### src/rtl/cmos_ram_arbiter_if.sv
// cmos_ram_arbiter_if
//   Bus bundle between the CMOS RAM arbiter, its two requesters (game CPU and
//   host maintenance port) and the 1024x4 CMOS RAM.
//   cpu_*  : CPU request/ack handshake, address, write data, read data, wprot
//   host_* : host request/ack handshake, address, write data, read data,
//            plus host_clr_dirty pulse and the dirty status flag
//   ram_*  : registered RAM strobes/address/data out, RAM read data in
//   Modports: slave = arbiter side, master = requesters + RAM side.
interface cmos_ram_arbiter_if;
  logic       cpu_req;
  logic       cpu_we;
  logic [9:0] cpu_addr;
  logic [3:0] cpu_wdata;
  logic       cpu_wprot;
  logic       cpu_ack;
  logic [3:0] cpu_rdata;

  logic       host_req;
  logic       host_we;
  logic [9:0] host_addr;
  logic [3:0] host_wdata;
  logic       host_ack;
  logic [3:0] host_rdata;
  logic       host_clr_dirty;
  logic       dirty;

  logic       ram_cs;
  logic       ram_we;
  logic [9:0] ram_addr;
  logic [3:0] ram_din;
  logic [3:0] ram_dout;

  modport slave (
    input  cpu_req, cpu_we, cpu_addr, cpu_wdata, cpu_wprot,
    output cpu_ack, cpu_rdata,
    input  host_req, host_we, host_addr, host_wdata, host_clr_dirty,
    output host_ack, host_rdata, dirty,
    output ram_cs, ram_we, ram_addr, ram_din,
    input  ram_dout
  );

  modport master (
    output cpu_req, cpu_we, cpu_addr, cpu_wdata, cpu_wprot,
    input  cpu_ack, cpu_rdata,
    output host_req, host_we, host_addr, host_wdata, host_clr_dirty,
    input  host_ack, host_rdata, dirty,
    input  ram_cs, ram_we, ram_addr, ram_din,
    output ram_dout
  );
endinterface

### src/rtl/cmos_ram_arbiter.sv
// cmos_ram_arbiter
//   Shares the 1024x4 battery-backed CMOS RAM between the game CPU and the host
//   maintenance port. One access at a time through IDLE->ISSUE->READ->DONE
//   (4 cycles per access, RAM read latency of one cycle). CPU has priority but
//   the host is guaranteed a slot after MAX_CPU_BURST consecutive CPU grants.
//   CPU writes below PROTECT_LIMIT are dropped (still acked) while cpu_wprot=1.
//   A dirty flag records unblocked CPU writes since the last host_clr_dirty.
// Ports
//   clk   : system clock, rising edge
//   reset : asynchronous active-high reset
//   bus   : cmos_ram_arbiter_if.slave (CPU, host and RAM signals)
module cmos_ram_arbiter #(
  parameter logic [3:0] MAX_CPU_BURST = 4'd4,
  parameter logic [9:0] PROTECT_LIMIT = 10'h100
) (
  input logic             clk,
  input logic             reset,
  cmos_ram_arbiter_if.slave bus
);

  typedef enum logic [1:0] {
    IDLE  = 2'd0,
    ISSUE = 2'd1,
    READ  = 2'd2,
    DONE  = 2'd3
  } state_t;

  state_t     state_r;
  logic [3:0] burst_cnt_r;
  logic       win_host_r;
  logic       win_we_r;
  logic       win_live_r;   // access actually reached the RAM (not write-protected)
  logic       cpu_ack_r;
  logic [3:0] cpu_rdata_r;
  logic       host_ack_r;
  logic [3:0] host_rdata_r;
  logic       dirty_r;
  logic       ram_cs_r;
  logic       ram_we_r;
  logic [9:0] ram_addr_r;
  logic [3:0] ram_din_r;

  logic       any_req_s;
  logic       grant_host_s;
  logic       sel_we_s;
  logic [9:0] sel_addr_s;
  logic [3:0] sel_wdata_s;
  logic       blocked_s;
  logic       set_dirty_s;

  // Winner selection and write-protect decode for the IDLE sampling edge.
  always_comb begin
    any_req_s    = bus.cpu_req | bus.host_req;
    grant_host_s = 1'b0;
    sel_we_s     = 1'b0;
    sel_addr_s   = 10'd0;
    sel_wdata_s  = 4'd0;
    blocked_s    = 1'b0;
    // Host wins when the CPU is idle or has used up its burst allowance.
    if (bus.host_req && (!bus.cpu_req || (burst_cnt_r >= MAX_CPU_BURST))) begin
      grant_host_s = 1'b1;
    end else begin
      grant_host_s = 1'b0;
    end
    if (grant_host_s) begin
      sel_we_s    = bus.host_we;
      sel_addr_s  = bus.host_addr;
      sel_wdata_s = bus.host_wdata;
      blocked_s   = 1'b0;
    end else begin
      sel_we_s    = bus.cpu_we;
      sel_addr_s  = bus.cpu_addr;
      sel_wdata_s = bus.cpu_wdata;
      blocked_s   = bus.cpu_we & bus.cpu_wprot & (bus.cpu_addr < PROTECT_LIMIT);
    end
  end

  // Dirty is set by a completed CPU write that really reached the RAM.
  always_comb begin
    if ((state_r == READ) && !win_host_r && win_we_r && win_live_r) begin
      set_dirty_s = 1'b1;
    end else begin
      set_dirty_s = 1'b0;
    end
  end

  // Access sequencer: arbitration, RAM strobes, read capture and ack pulses.
  always_ff @(posedge clk or posedge reset) begin
    if (reset) begin
      state_r      <= IDLE;
      burst_cnt_r  <= 4'd0;
      win_host_r   <= 1'b0;
      win_we_r     <= 1'b0;
      win_live_r   <= 1'b0;
      cpu_ack_r    <= 1'b0;
      cpu_rdata_r  <= 4'd0;
      host_ack_r   <= 1'b0;
      host_rdata_r <= 4'd0;
      ram_cs_r     <= 1'b0;
      ram_we_r     <= 1'b0;
      ram_addr_r   <= 10'd0;
      ram_din_r    <= 4'd0;
    end else begin
      case (state_r)
        IDLE: begin
          if (any_req_s) begin
            win_host_r <= grant_host_s;
            win_we_r   <= sel_we_s;
            win_live_r <= ~blocked_s;
            ram_cs_r   <= ~blocked_s;
            ram_we_r   <= sel_we_s & ~blocked_s;
            ram_addr_r <= sel_addr_s;
            ram_din_r  <= sel_wdata_s;
            // Only CPU grants made while the host waits count toward the burst.
            if (grant_host_s || !bus.host_req) begin
              burst_cnt_r <= 4'd0;
            end else begin
              burst_cnt_r <= burst_cnt_r + 4'd1;
            end
            state_r <= ISSUE;
          end else begin
            burst_cnt_r <= 4'd0;
            state_r     <= IDLE;
          end
        end
        ISSUE: begin
          // RAM latches the access on this edge; strobes drop for the next cycle.
          ram_cs_r <= 1'b0;
          ram_we_r <= 1'b0;
          state_r  <= READ;
        end
        READ: begin
          if (win_host_r) begin
            host_ack_r <= 1'b1;
            if (!win_we_r) begin
              host_rdata_r <= bus.ram_dout;
            end
          end else begin
            cpu_ack_r <= 1'b1;
            if (!win_we_r) begin
              cpu_rdata_r <= bus.ram_dout;
            end
          end
          state_r <= DONE;
        end
        DONE: begin
          // Requests are ignored here so a requester can drop req after ack.
          cpu_ack_r  <= 1'b0;
          host_ack_r <= 1'b0;
          state_r    <= IDLE;
        end
        default: begin
          cpu_ack_r  <= 1'b0;
          host_ack_r <= 1'b0;
          ram_cs_r   <= 1'b0;
          ram_we_r   <= 1'b0;
          state_r    <= IDLE;
        end
      endcase
    end
  end

  // Dirty flag: a same-cycle set beats host_clr_dirty.
  always_ff @(posedge clk or posedge reset) begin
    if (reset) begin
      dirty_r <= 1'b0;
    end else if (set_dirty_s) begin
      dirty_r <= 1'b1;
    end else if (bus.host_clr_dirty) begin
      dirty_r <= 1'b0;
    end else begin
      dirty_r <= dirty_r;
    end
  end

  assign bus.cpu_ack    = cpu_ack_r;
  assign bus.cpu_rdata  = cpu_rdata_r;
  assign bus.host_ack   = host_ack_r;
  assign bus.host_rdata = host_rdata_r;
  assign bus.dirty      = dirty_r;
  assign bus.ram_cs     = ram_cs_r;
  assign bus.ram_we     = ram_we_r;
  assign bus.ram_addr   = ram_addr_r;
  assign bus.ram_din    = ram_din_r;

endmodule

### src/flat_wrapper.sv
// flat-port wrapper written by rule: the top's interface ports become plain ports
module cmos_ram_arbiter_flat 
#(
  parameter logic [3:0] MAX_CPU_BURST = 4'd4,
  parameter logic [9:0] PROTECT_LIMIT = 10'h100
)
  (clk, reset, bus_cpu_req, bus_cpu_we, bus_cpu_addr, bus_cpu_wdata, bus_cpu_wprot, bus_cpu_ack, bus_cpu_rdata, bus_host_req, bus_host_we, bus_host_addr, bus_host_wdata, bus_host_clr_dirty, bus_host_ack, bus_host_rdata, bus_dirty, bus_ram_cs, bus_ram_we, bus_ram_addr, bus_ram_din, bus_ram_dout);
  cmos_ram_arbiter_if bus_i ();
  input logic clk;
  input logic reset;
  input wire logic [$bits(bus_i.cpu_req)-1:0] bus_cpu_req;
  input wire logic [$bits(bus_i.cpu_we)-1:0] bus_cpu_we;
  input wire logic [$bits(bus_i.cpu_addr)-1:0] bus_cpu_addr;
  input wire logic [$bits(bus_i.cpu_wdata)-1:0] bus_cpu_wdata;
  input wire logic [$bits(bus_i.cpu_wprot)-1:0] bus_cpu_wprot;
  output wire logic [$bits(bus_i.cpu_ack)-1:0] bus_cpu_ack;
  output wire logic [$bits(bus_i.cpu_rdata)-1:0] bus_cpu_rdata;
  input wire logic [$bits(bus_i.host_req)-1:0] bus_host_req;
  input wire logic [$bits(bus_i.host_we)-1:0] bus_host_we;
  input wire logic [$bits(bus_i.host_addr)-1:0] bus_host_addr;
  input wire logic [$bits(bus_i.host_wdata)-1:0] bus_host_wdata;
  input wire logic [$bits(bus_i.host_clr_dirty)-1:0] bus_host_clr_dirty;
  output wire logic [$bits(bus_i.host_ack)-1:0] bus_host_ack;
  output wire logic [$bits(bus_i.host_rdata)-1:0] bus_host_rdata;
  output wire logic [$bits(bus_i.dirty)-1:0] bus_dirty;
  output wire logic [$bits(bus_i.ram_cs)-1:0] bus_ram_cs;
  output wire logic [$bits(bus_i.ram_we)-1:0] bus_ram_we;
  output wire logic [$bits(bus_i.ram_addr)-1:0] bus_ram_addr;
  output wire logic [$bits(bus_i.ram_din)-1:0] bus_ram_din;
  input wire logic [$bits(bus_i.ram_dout)-1:0] bus_ram_dout;
  assign bus_i.cpu_req = bus_cpu_req;
  assign bus_i.cpu_we = bus_cpu_we;
  assign bus_i.cpu_addr = bus_cpu_addr;
  assign bus_i.cpu_wdata = bus_cpu_wdata;
  assign bus_i.cpu_wprot = bus_cpu_wprot;
  assign bus_cpu_ack = bus_i.cpu_ack;
  assign bus_cpu_rdata = bus_i.cpu_rdata;
  assign bus_i.host_req = bus_host_req;
  assign bus_i.host_we = bus_host_we;
  assign bus_i.host_addr = bus_host_addr;
  assign bus_i.host_wdata = bus_host_wdata;
  assign bus_i.host_clr_dirty = bus_host_clr_dirty;
  assign bus_host_ack = bus_i.host_ack;
  assign bus_host_rdata = bus_i.host_rdata;
  assign bus_dirty = bus_i.dirty;
  assign bus_ram_cs = bus_i.ram_cs;
  assign bus_ram_we = bus_i.ram_we;
  assign bus_ram_addr = bus_i.ram_addr;
  assign bus_ram_din = bus_i.ram_din;
  assign bus_i.ram_dout = bus_ram_dout;
  cmos_ram_arbiter #(.MAX_CPU_BURST(MAX_CPU_BURST), .PROTECT_LIMIT(PROTECT_LIMIT)) u_core (.clk(clk), .reset(reset), .bus(bus_i));
endmodule
### config.mk
export PLATFORM = sky130hd
export DESIGN_NAME = cmos_ram_arbiter_flat
export DESIGN_NICKNAME = d
export VERILOG_FILES = /design/src/rtl/cmos_ram_arbiter_if.sv /design/src/rtl/cmos_ram_arbiter.sv /design/src/flat_wrapper.sv
export SDC_FILE = /design/constraint.sdc
export NUM_CORES = 1
export LEC_CHECK = 0
export CAP_MARGIN = 20
export CORE_MARGIN = 4
export CORE_UTILIZATION = 43
export DETAILED_ROUTE_END_ITERATION = 6
export PLACE_DENSITY = 0.79
export SETUP_SLACK_MARGIN = 0.2
export SLEW_MARGIN = 20
export SYNTH_ARGS = -nofsm -noshare
export SYNTH_HDL_FRONTEND = slang
export SYNTH_SLANG_ARGS = --single-unit
### constraint.sdc
create_clock -name clk -period 2 [get_ports clk]
set_input_delay 0.4 -clock clk [delete_from_list [all_inputs] [get_ports clk]]
set_output_delay 0.4 -clock clk [all_outputs]
set_load 0.02 [all_outputs]
# == Yosys cells after proc, flatten, opt, wreduce, memory -nomap -nowiden ==
# Index checks and enable logic that the tools add are counted.
# op_classes
add_sub_neg,1
mul,0
n_bitwise,7
reduce_logical,19
muxes,20
n_eq_ne,6
n_shift,0
order_cmp,2
div,0
# op_table
cell,count
$mux W4,3
$mux W1,11
$lt A10 B9 Y1 const B,1
$mux W10,1
$pmux W1 S2,4
$pmux W2 S4,1
$reduce_and A2 Y1,4
$reduce_and A3 Y1,2
$reduce_bool A2 Y1,3
$add A4 B1 Y4 const B,1
$eq A2 B2 Y1 const B,2
$ge A4 B3 Y1 const B,1
$logic_and A1 B1 Y1,4
$ne A2 B1 Y1 const B,2
$and A1 B1 Y1,3
$logic_not A1 Y1,3
$not A1 Y1,3
$eq A2 B1 Y1 const B,1
$logic_not A2 Y1,1
$logic_or A1 B1 Y1,2
$ne A2 B2 Y1 const B,1
$or A1 B1 Y1,1
# totals
latchBits,0
mem_count,0
ram_bits,0
register_bits,36
inputBits,40
out_inout_bits,27
romBits,0
elab_cells,69

# == Longest topological paths before layout ==
# Gate-level depths: netlist (run 1).
# logic_depth
ltp_word,9
ltp_mapped,6
depth_no_buf,5

# == Worst setup path after synthesis (run 1) ==
# No wires, ideal clock.
# synth_timing
path_type,register -> register
from,reg u_core.state_r[0]
to,"reg u_core.host_rdata_r[0], in the netlist u_core.bus.host_rdata[0]"
arrival_ns,1.300
stages_incl_launch_ff,7
n_path_buf,1
synth_period_minus_slack_ns,1.424
setup_slack_ns,0.576
setup_ns,0.125
path_cell_list,dfrtp_1 > inv_1 > ha_1 > nand2_1 > or2_1 > clkbuf_1 > mux2_2
# synth_between
elab_chain_cells,2
# synth_rtl
element,line,source
start: declaration,cmos_ram_arbiter.sv:28,state_t state_r;
start signal: assignment,cmos_ram_arbiter.sv:90,state_r <= IDLE;
start signal: assignment,cmos_ram_arbiter.sv:120,state_r <= ISSUE;
start signal: assignment,cmos_ram_arbiter.sv:123,state_r <= IDLE;
$eq A2 B2 Y1,cmos_ram_arbiter.sv:104,case (state_r)
$reduce_and A3 Y1 (no source line),n/a,
end signal: assignment,cmos_ram_arbiter.sv:136,host_rdata_r <= bus.ram_dout;
end: declaration,cmos_ram_arbiter.sv:36,logic [3:0] host_rdata_r;
# No other way between the ends.
# A chain may end at the register's enable or synchronous reset.

# == Final worst setup path (run 1) ==
# layout_timing
from,"reg u_core.ram_addr_r[7], in the netlist u_core.bus.ram_addr[7]"
to,out bus_ram_addr[7]
# layout_lines
element,line,source
start: declaration,cmos_ram_arbiter.sv:40,logic [9:0] ram_addr_r;
start signal: assignment,cmos_ram_arbiter.sv:112,ram_addr_r <= sel_addr_s;
end: declaration,flat_wrapper.sv:28,output wire logic [$bits(bus_i.ram_addr)-1:0] bus_ram_addr;
# No word-level cell between the ends.

==> metrics.txt, run 1 <==
synthesized area per cell 10.35 µm²; post-route setup TNS 0 ps; DRT Pass-1 Iters 4; GRT overflow 0; largest stage delay on the critical path 630 ps; via/cell ratio 5.218; number of synthesized register bits 36; commonest cells after routing, fill and taps aside 66 x clkdlybuf4s50_1, 36 x dfrtp_1, 20 x o21ai_0; worst endpoint data arrival time 1260 ps; row cnt 22; number of synthesized flops with an enable pin 0; setup repair after global routing missed its margin false; CP delay by family, top buffers and inverters; Critical Path Start Type flip-flop; final wirelength 4031 µm; Slew HR 69.47%; Skew-Pair Late Insertion Delay 290 ps; post-CTS setup buffers 0; Resized cells post-CTS 0; Clock Skew 5.273 ps; CP max stage cell clkdlybuf4s50_1; Core ar. 3744 µm²; outcome completed; sequential fraction of the synthesis area 53.06%; Worst EP required 1600 ps; WP buf/inv 1; max frequency 602.1 MHz; crit-path max FO 2; multi-input combinational cell area 690.7 µm²; DP Worst Slack 121.1 ps; vias in the first global route 1481; leakage power 1.032 nW; Initial DRC Count 48; peak supply drop 0.0006293 V; Antenna Nets Post-Route 0; Reg area 900.9 µm²; Port-buffer cells 66; Die Width 70.84 µm; endpoints failing hold 0; Synth-to-Final Area Change 47.90%; Placer Congestion 0.7953; minimum clock period 1661 ps; CTS tree done; final slew viol count 0; nets 281; first-pass GRT wire length 6693 µm; Synth Instances 164; fraction of registers with async set/reset 100.0%; CTS Sinks 36; Setup CP Type flip-flop to primary output; Die Ht 70.84 µm; initial core utilization 45.35%; max_cap viols 0; Filler cells 339; Worst-path clk slew 70 ps; share of layout cells above drive strength 1 11.81%; DR WL/cell 14.14 µm; ant diodes 0; cts hold-fix bufs 0; CP Capture Type primary output; Remaining DRCs 0; GRT Total Usage 16.77%; largest net degree at the start of global routing 37; Final Cycle Share 83.05%; most common cell after layout, fill and taps aside clkdlybuf4s50_1; DP Wirelength 3027 µm; CTS Buf Count 5; worst reg2reg setup slack 410 ps; # IOs 67; main flop type after synthesis dfrtp_1; power per cell area 1428 nW/µm²; Max Buffers Root-to-Sink 2; CP cell instances clkdlybuf4s50_1; Mapped Nets 209; synthesized area 1698 µm²; Worst-Margin Slew 457.5 ps; final-report setup violation count 0; Final WS setup 339.0 ps; clk root buf clkbuf_8; DR vias 1487; Worst Hold Class flip-flop to flip-flop; YS warnings 0; initial antenna violation count 0; H-Tree Depth 2; Netlist cell types 31; die area 5018 µm²
==> cells by family (layout without fill, tap and decap cells) <==
family	count (synthesis)	count (layout)	synth area share [%]
AO/OA/AOI/OAI	47	47	16.65
AND/OR/NAND/NOR	47	47	14.37
flip-flops	36	36	53.06
buffers and inverters	20	93	6.263
multiplexers	9	9	5.969
adder cells (fa/ha/maj)	5	5	3.685
==> sequential cells by signal, summed over array words and instances, names as in the netlist <==
signal	flops
u_core.bus.ram_cs	1
u_core.bus.cpu_ack	1
u_core.bus.ram_din	4
u_core.bus.ram_we	1
u_core.win_live_r	1
u_core.burst_cnt_r	4
u_core.bus.host_rdata	4
u_core.bus.dirty	1
u_core.bus.cpu_rdata	4
u_core.bus.host_ack	1
u_core.win_host_r	1
u_core.bus.ram_addr	10
u_core.win_we_r	1
u_core.state_r	2
==> path summary, 6_finish.rpt <==
kind / from / to / cells past startpoint
max: u_core.bus.ram_addr[7]$_DFFE_PP0P_ / bus_ram_addr[7] / 1
min: u_core.bus.cpu_ack$_DFFE_PP0P_ / u_core.bus.cpu_ack$_DFFE_PP0P_ / 1
max reg2reg: u_core.state_r[0]$_DFF_PP0_ / u_core.bus.cpu_rdata[2]$_DFFE_PP0P_ / 5
min reg2reg: u_core.bus.cpu_ack$_DFFE_PP0P_ / u_core.bus.cpu_ack$_DFFE_PP0P_ / 1
max in group asynchronous: reset / u_core.bus.host_rdata[0]$_DFFE_PP0P_ / 3
min in group asynchronous: reset / u_core.win_host_r$_DFFE_PP0P_ / 3
==> power breakdown <==
part           total (mW)  switching, mW  internal (mW)
clock network       0.529          0.248          0.281
registers            1.27          0.194           1.08
logic                1.79          0.889          0.898
total                3.58           1.33           2.25
==> synth_stat cells (2+ instances only) <==
library cell,instances,share of area [%]
a21oi_1,2,0.59
buf_6,2,1.3
o2bb2ai_1,2,1.0
o211ai_1,3,1.3
dfrtp_1,36,53
a31oi_1,15,5.5
ha_1,5,3.7
nand4_1,2,0.74
mux2_2,9,6.0
inv_1,9,2.0
o22ai_1,2,0.74
nand2_1,7,1.5
nor2_1,16,3.5
clkbuf_1,6,1.3
o21ai_0,20,5.9
nand3_1,13,3.8
==> through the flow <==
| step | instances | utilization [%] | power, mW | cell area (µm²) | hold WS (ps) |
|---|---|---|---|---|---|
| 3_5_place_dp | 277 | 64.67 | 3.093 | 2421 | 478.4 |
| 3_3_place_gp | 277 | 64.67 | 3.043 | 2421 | 474.8 |
| 5_1_grt | 285 | 67.08 | 3.838 | 2511 | 502.7 |
| 2_1_floorplan | 164 | - | 2.254 | 1698 | 450.2 |
| 6_report | 285 | 67.08 | 3.585 | 2511 | 495.6 |
| 4_1_cts | 285 | 67.08 | 3.632 | 2511 | 497.4 |
==> area by class of cell <==
type	count	share of cell area (%)
Timing Repair Buffer	76	29.30
Sequential cell	36	35.87
Tap cell	48	2.392
Multi-Input combinational cell	108	27.50
Clock buffer	8	3.587
Inverter	9	1.345
==> layer usage <==
| metal | up-vias | share of wire, % | track usage, % |
|---|---|---|---|
| met5 | - | 0 | 0 |
| met2 | 56 | 48 | 27.09 |
| met1 | 694 | 41 | 20.02 |
| met4 | 0 | 1.7 | 5.428 |
| met3 | 10 | 9.2 | 7.528 |
| li1 | 727 | - | - |
(Power assumes the default switching activity.)
==> inputs of run 2 (changes only) <==
==> constraint.sdc (replaced) <==
create_clock -name clk -period 1.7 [get_ports clk]
set_input_delay 0.34 -clock clk [delete_from_list [all_inputs] [get_ports clk]]
set_output_delay 0.34 -clock clk [all_outputs]
set_load 0.02 [all_outputs]
==> metrics.txt, run 2 (same netlist as run 1, synthesis figures left out) <==
R2R Path End u_core.bus.host_rdata[0]$_DFFE_PP0P_; r2r startpoint u_core.state_r[0]$_DFF_PP0_; Critical Path Start Type flip-flop; commonest cells after routing, fill and taps aside 39 x clkdlybuf4s50_1, 36 x dfrtp_1, 27 x dlygate4sd2_1; placed inst area 2456 µm² (+1.4%); Die Width 70.84 µm (unchanged); Worst Hold Class primary input to async pin; Worst-path clk slew 70 ps (about the same); via/cell ratio 5.045 (-3.3%); worst reg2reg setup slack 200 ps (-210 ps); Comb power frac 48.9% (-0.9 points); power per cell area 1596 nW/µm² (+12%); max frequency 668.8 MHz; DRT Pass-1 Iters 4 (unchanged); Core ar. 3744 µm² (unchanged); CP Capture Type flip-flop; Initial DRC Count 50 (+4.2%); Net Sw Frac 38.89% (+1.8 points); Clock Skew 7.138 ps (+1.865 ps); total power 4.097 mW (+14%); Synth-to-Final Area Change 51.14%; Worst R2R Path Depth 5 (unchanged); register share of total power 36.2% (+0.8 points); crit-path max FO 4 (+2); worst endpoint data arrival time 1660 ps (+400 ps); Remaining DRCs 0 (unchanged); WHS 463.4 ps (-32.26 ps); initial antenna violation count 0 (unchanged); endpoints failing hold 0 (unchanged); DR WL/cell 13.94 µm (-1.5%); DR vias 1458 (-2.0%); CTS Sinks 36 (unchanged); ant diodes 0 (unchanged); die area 5018 µm² (unchanged); Final Cycle Share 87.95%; outcome completed; switching power 1.593 mW (+20%); setup repair after global routing missed its margin true; GRT overflow 0 (unchanged); largest net degree at the start of global routing 37 (unchanged); DP Wirelength 3052 µm (+0.82%); row cnt 22 (unchanged); share of layout cells above drive strength 1 17.84% (+6.0 points); clock power share 14.9% (about the same); peak supply drop 0.0008114 V (+29%); Skew-Pair Late Insertion Delay 280 ps (about the same); final instance area 2566 µm² (+2.2%); final wirelength 4028 µm (about the same); minimum clock period 1495 ps; CTS Buf Count 5 (unchanged); Slew HR 70.26% (+0.79 points); H-Tree Depth 2 (unchanged); Port-buffer cells 66 (unchanged); final slew viol count 0 (unchanged); max reg flops 10 (unchanged); Setup CP Type flip-flop to flip-flop; Power Internal 2.503 mW (+11%); clk root buf clkbuf_8; max_cap viols 0 (unchanged); leakage power 1.098 nW (+6.4%); most common cell after layout, fill and taps aside clkdlybuf4s50_1; Placer Congestion 0.7643 (-3.9%); CTS tree done; Max Buffers Root-to-Sink 2 (unchanged); Worst-Margin Slew 446.2 ps (-11.31 ps); Die Ht 70.84 µm (unchanged); first-pass GRT wire length 6789 µm (+1.4%); GRT Total Usage 17.00% (+0.23 points); # IOs 67 (unchanged); Antenna Nets Post-Route 0 (unchanged); final-report setup violation count 0 (unchanged); nets 285 (+1.4%); vias in the first global route 1460 (-1.4%); initial core utilization 45.35% (unchanged); Worst EP required 1870 ps (+270 ps)
==> run 2: cell count changes in the layout (fill, tap and decap cells not counted), sizes merged <==
cell           change
buf                +4
dlygate4sd2       +27
clkbuf             -2
clkdlybuf4s50     -27
clkinv             +2
==> run 2: power groups by stage <==
stage	clock network, mW	logic (mW)	registers, mW
floorplan	0	0.777	1.87
global placement	0	2.11	1.49
detailed placement	0	2.15	1.50
CTS	0.633	1.98	1.49
global route	0.663	2.21	1.53
finish	0.612	2.00	1.48
==> run 2: final cells by class <==
| cell class | instances | area [µm²] |
|---|---|---|
| Timing Repair Buffer | 80 | 748.2 |
| Sequential cell | 36 | 900.9 |
| Clock inverter | 2 | 10.01 |
| Clock buffer | 6 | 82.58 |
| Multi-Input combinational cell | 108 | 730.7 |
| Fill cell | 321 | 1177 |
| Tap cell | 48 | 60.06 |
| Inverter | 9 | 33.78 |
==> run 2: what timing repair did <==
action,4_1_cts,5_1_grt
cloned,0,0
pin swaps,0,1
setup endpoints to repair,48,25
buffers inserted,0,1
resized for setup,33,6
hold buffers,0,0
==> run 2: worst max-delay path by stage <==
stage,endpoint,depth (start not counted),start
final,u_core.bus.host_rdata[0]$_DFFE_PP0P_,5,u_core.state_r[0]$_DFF_PP0_
after global placement,u_core.bus.ram_din[1]$_DFFE_PP0P_,5,bus_cpu_req
after floorplan,u_core.bus.host_rdata[0]$_DFFE_PP0P_,6,u_core.state_r[0]$_DFF_PP0_
after detailed placement,u_core.bus.ram_din[2]$_DFFE_PP0P_,5,bus_cpu_req
after global routing,u_core.bus.host_rdata[0]$_DFFE_PP0P_,5,u_core.state_r[0]$_DFF_PP0_
after CTS,u_core.bus.cpu_rdata[0]$_DFFE_PP0P_,5,u_core.state_r[0]$_DFF_PP0_
==> run 2: per-stage QoR <==
stage,instances,utilization [%],setup TNS [ps],setup WS [ps]
after floorplan,164,-,0,275.6
after global placement,280,65.61,-759.5,-65.18
after detailed placement,280,65.61,-1246,-100.5
after CTS,288,67.78,0,204.4
after global routing,289,68.55,0,140.9
final,289,68.55,0,204.8
==> run 2: metal layers <==
layer | global-route usage [%] | up-vias | wire length [µm] | part of all wire [%]
met5 | 0 | - | 0 | 0
met4 | 4.384 | 0 | 53 | 1.3
met3 | 6.676 | 7 | 318 | 7.9
met2 | 28.94 | 51 | 2012 | 50
met1 | 20.07 | 656 | 1644 | 41
li1 | - | 744 | - | -
==> run 2: worst max-delay path: stages, from the launching register on <==
cell	delay, ps
dfrtp_1	410
inv_2	100
ha_2	220
nand2_1	100
or2_4	270
mux2_2	280
==> inputs of run 3 (changes only) <==
--- a/config.mk
+++ b/config.mk
@@ -8,6 +8,7 @@
 export CAP_MARGIN = 20
 export CORE_MARGIN = 4
 export CORE_UTILIZATION = 43
+export CTS_BUF_LIST = sky130_fd_sc_hd__clkbuf_16
 export DETAILED_ROUTE_END_ITERATION = 6
 export PLACE_DENSITY = 0.79
 export SETUP_SLACK_MARGIN = 0.2
==> metrics.txt, run 3 (same netlist as run 1, synthesis figures left out) <==
outcome completed; die area 5018 µm² (unchanged); Worst-Margin Slew 445.4 ps (-0.7948 ps); setup repair after global routing missed its margin false; multi-input combinational cell area 743.2 µm² (+1.7%); max_cap viols 0 (unchanged); final-report setup violation count 0 (unchanged); clk root buf clkbuf_16; most common cell after layout, fill and taps aside clkdlybuf4s50_1; Port-buffer cells 66 (unchanged); WL met3 312 µm (-1.9%); initial antenna violation count 0 (unchanged); Max Buffers Root-to-Sink 2 (unchanged); Filler cells 312 (-2.8%); Slew HR 70.31% (about the same); Final Cycle Share 86.00% (-2.0 points); Antenna Nets Post-Route 0 (unchanged); CTS tree done; CTS Sinks 36 (unchanged); DP Worst Slack -100.5 ps (unchanged); peak supply drop 0.0009023 V (+11%); minimum clock period 1462 ps (-33.21 ps); leakage power 1.139 nW (+3.7%); Core ar. 3744 µm² (unchanged); crit-path max FO 2 (-2); M1 WL 1667 µm (+1.4%); Critical Path Start Type primary input; final wirelength 4226 µm (+4.9%); highest metal used met4; final instance area 2649 µm² (+3.2%); nets 287 (+0.70%); worst endpoint data arrival time 1610 ps (-50 ps); Synth-to-Final Area Change 56.01%; Skew-Pair Late Insertion Delay 280 ps (about the same); commonest cells after routing, fill and taps aside 38 x clkdlybuf4s50_1, 35 x dfrtp_1, 27 x dlygate4sd2_1; Final WS setup 238.0 ps (+33.21 ps); Initial DRC Count 67 (+34%); Clock Skew 3.158 ps (-3.980 ps); # IOs 67 (unchanged); Placer Congestion 0.7643 (unchanged); DR vias 1490 (+2.2%); Worst-path clk slew 50 ps (-20 ps); placed inst area 2456 µm² (unchanged); via/cell ratio 5.120 (+1.5%); power per cell area 1670 nW/µm² (+4.6%); DP Wirelength 3052 µm (unchanged); Setup CP Type primary input to flip-flop; endpoints failing hold 0 (unchanged); share of layout cells above drive strength 1 19.34% (+1.5 points); vias in the first global route 1461 (+0.068%); Worst EP required 1850 ps (-20 ps); final slew viol count 0 (unchanged); Reg area 902.1 µm² (+0.14%); row cnt 22 (unchanged); Worst Hold Class primary input to async pin; Die Width 70.84 µm (unchanged); GRT overflow 0 (unchanged); first-pass GRT wire length 6810 µm (+0.31%); DR WL/cell 14.52 µm (+4.2%); DRT Pass-1 Iters 4 (unchanged); CTS Buf Count 5 (unchanged); CP Capture Type flip-flop; largest net degree at the start of global routing 37 (unchanged); ant diodes 0 (unchanged); max frequency 684.0 MHz (+2.3%); max reg flops 10 (unchanged); initial core utilization 45.35% (unchanged); met2 wire len 2178 µm (+8.3%); GRT Total Usage 17.21% (+0.21 points); Remaining DRCs 0 (unchanged); H-Tree Depth 2 (unchanged); Die Ht 70.84 µm (unchanged)
==> run 3: power breakdown <==
group	switching [mW]	internal, mW	leakage, nW	total, mW
Clock	0.322	0.531	0.0710	0.853
Combinational	1.12	0.952	0.643	2.07
Sequential	0.231	1.27	0.425	1.50
Total	1.67	2.75	1.14	4.42
==> run 3: worst paths after layout <==
path / cells past startpoint / slack, ps / from / to
max: 4 / 240 / bus_cpu_we / u_core.win_live_r$_DFFE_PP0P_
min: 3 / 470 / reset / u_core.bus.cpu_rdata[1]$_DFFE_PP0P_
max reg2reg: 5 / 270 / u_core.state_r[0]$_DFF_PP0_ / u_core.bus.host_rdata[0]$_DFFE_PP0P_
min reg2reg: 1 / 490 / u_core.bus.host_ack$_DFFE_PP0P_ / u_core.bus.host_ack$_DFFE_PP0P_
max in group asynchronous: 3 / 890 / reset / u_core.state_r[1]$_DFF_PP0_
min in group clk: 1 / 490 / u_core.bus.host_ack$_DFFE_PP0P_ / u_core.bus.host_ack$_DFFE_PP0P_
==> run 3: through the flow <==
step           TNS (ps)  utilization (%)  total power, mW  instances  hold slack [ps]
2_1_floorplan         0                -            2.652        164            448.5
3_3_place_gp     -759.5            65.61            3.595        280            477.5
3_5_place_dp      -1246            65.61            3.655        280            479.5
4_1_cts               0            69.02            4.349        288            483.2
5_1_grt               0            70.76            4.721        291            498.8
6_report              0            70.76            4.424        291            472.3
==> run 3: worst max-delay path, cell delays in order <==
cell,delay (ps)
clkdlybuf4s50_1,470
or4bb_1,530
a21oi_2,160
o21ai_0,110
==> run 3: final cells by class <==
cell class | instances | area share [%]
sequential | 36 | 34.06
clock buffer | 5 | 4.724
tap | 48 | 2.267
multi-input combinational | 108 | 28.06
inverter | 9 | 1.275
clock inverter | 3 | 0.5196
timing repair buffer | 82 | 29.10
==> run 3: repair_timing <==
action	CTS	global route
cloned	0	1
setup endpoints to repair	51	25
buffers inserted	0	2
endpoints found under the hold margin	0	0
hold buffers	0	0
pin swaps	0	6
resized for setup	33	14
==> run 3: per-layer routing <==
metal	global-route usage [%]	up-vias
li1	-	743
met1	20.07	681
met2	29.35	57
met3	4.972	9
met4	7.516	0
met5	0	-
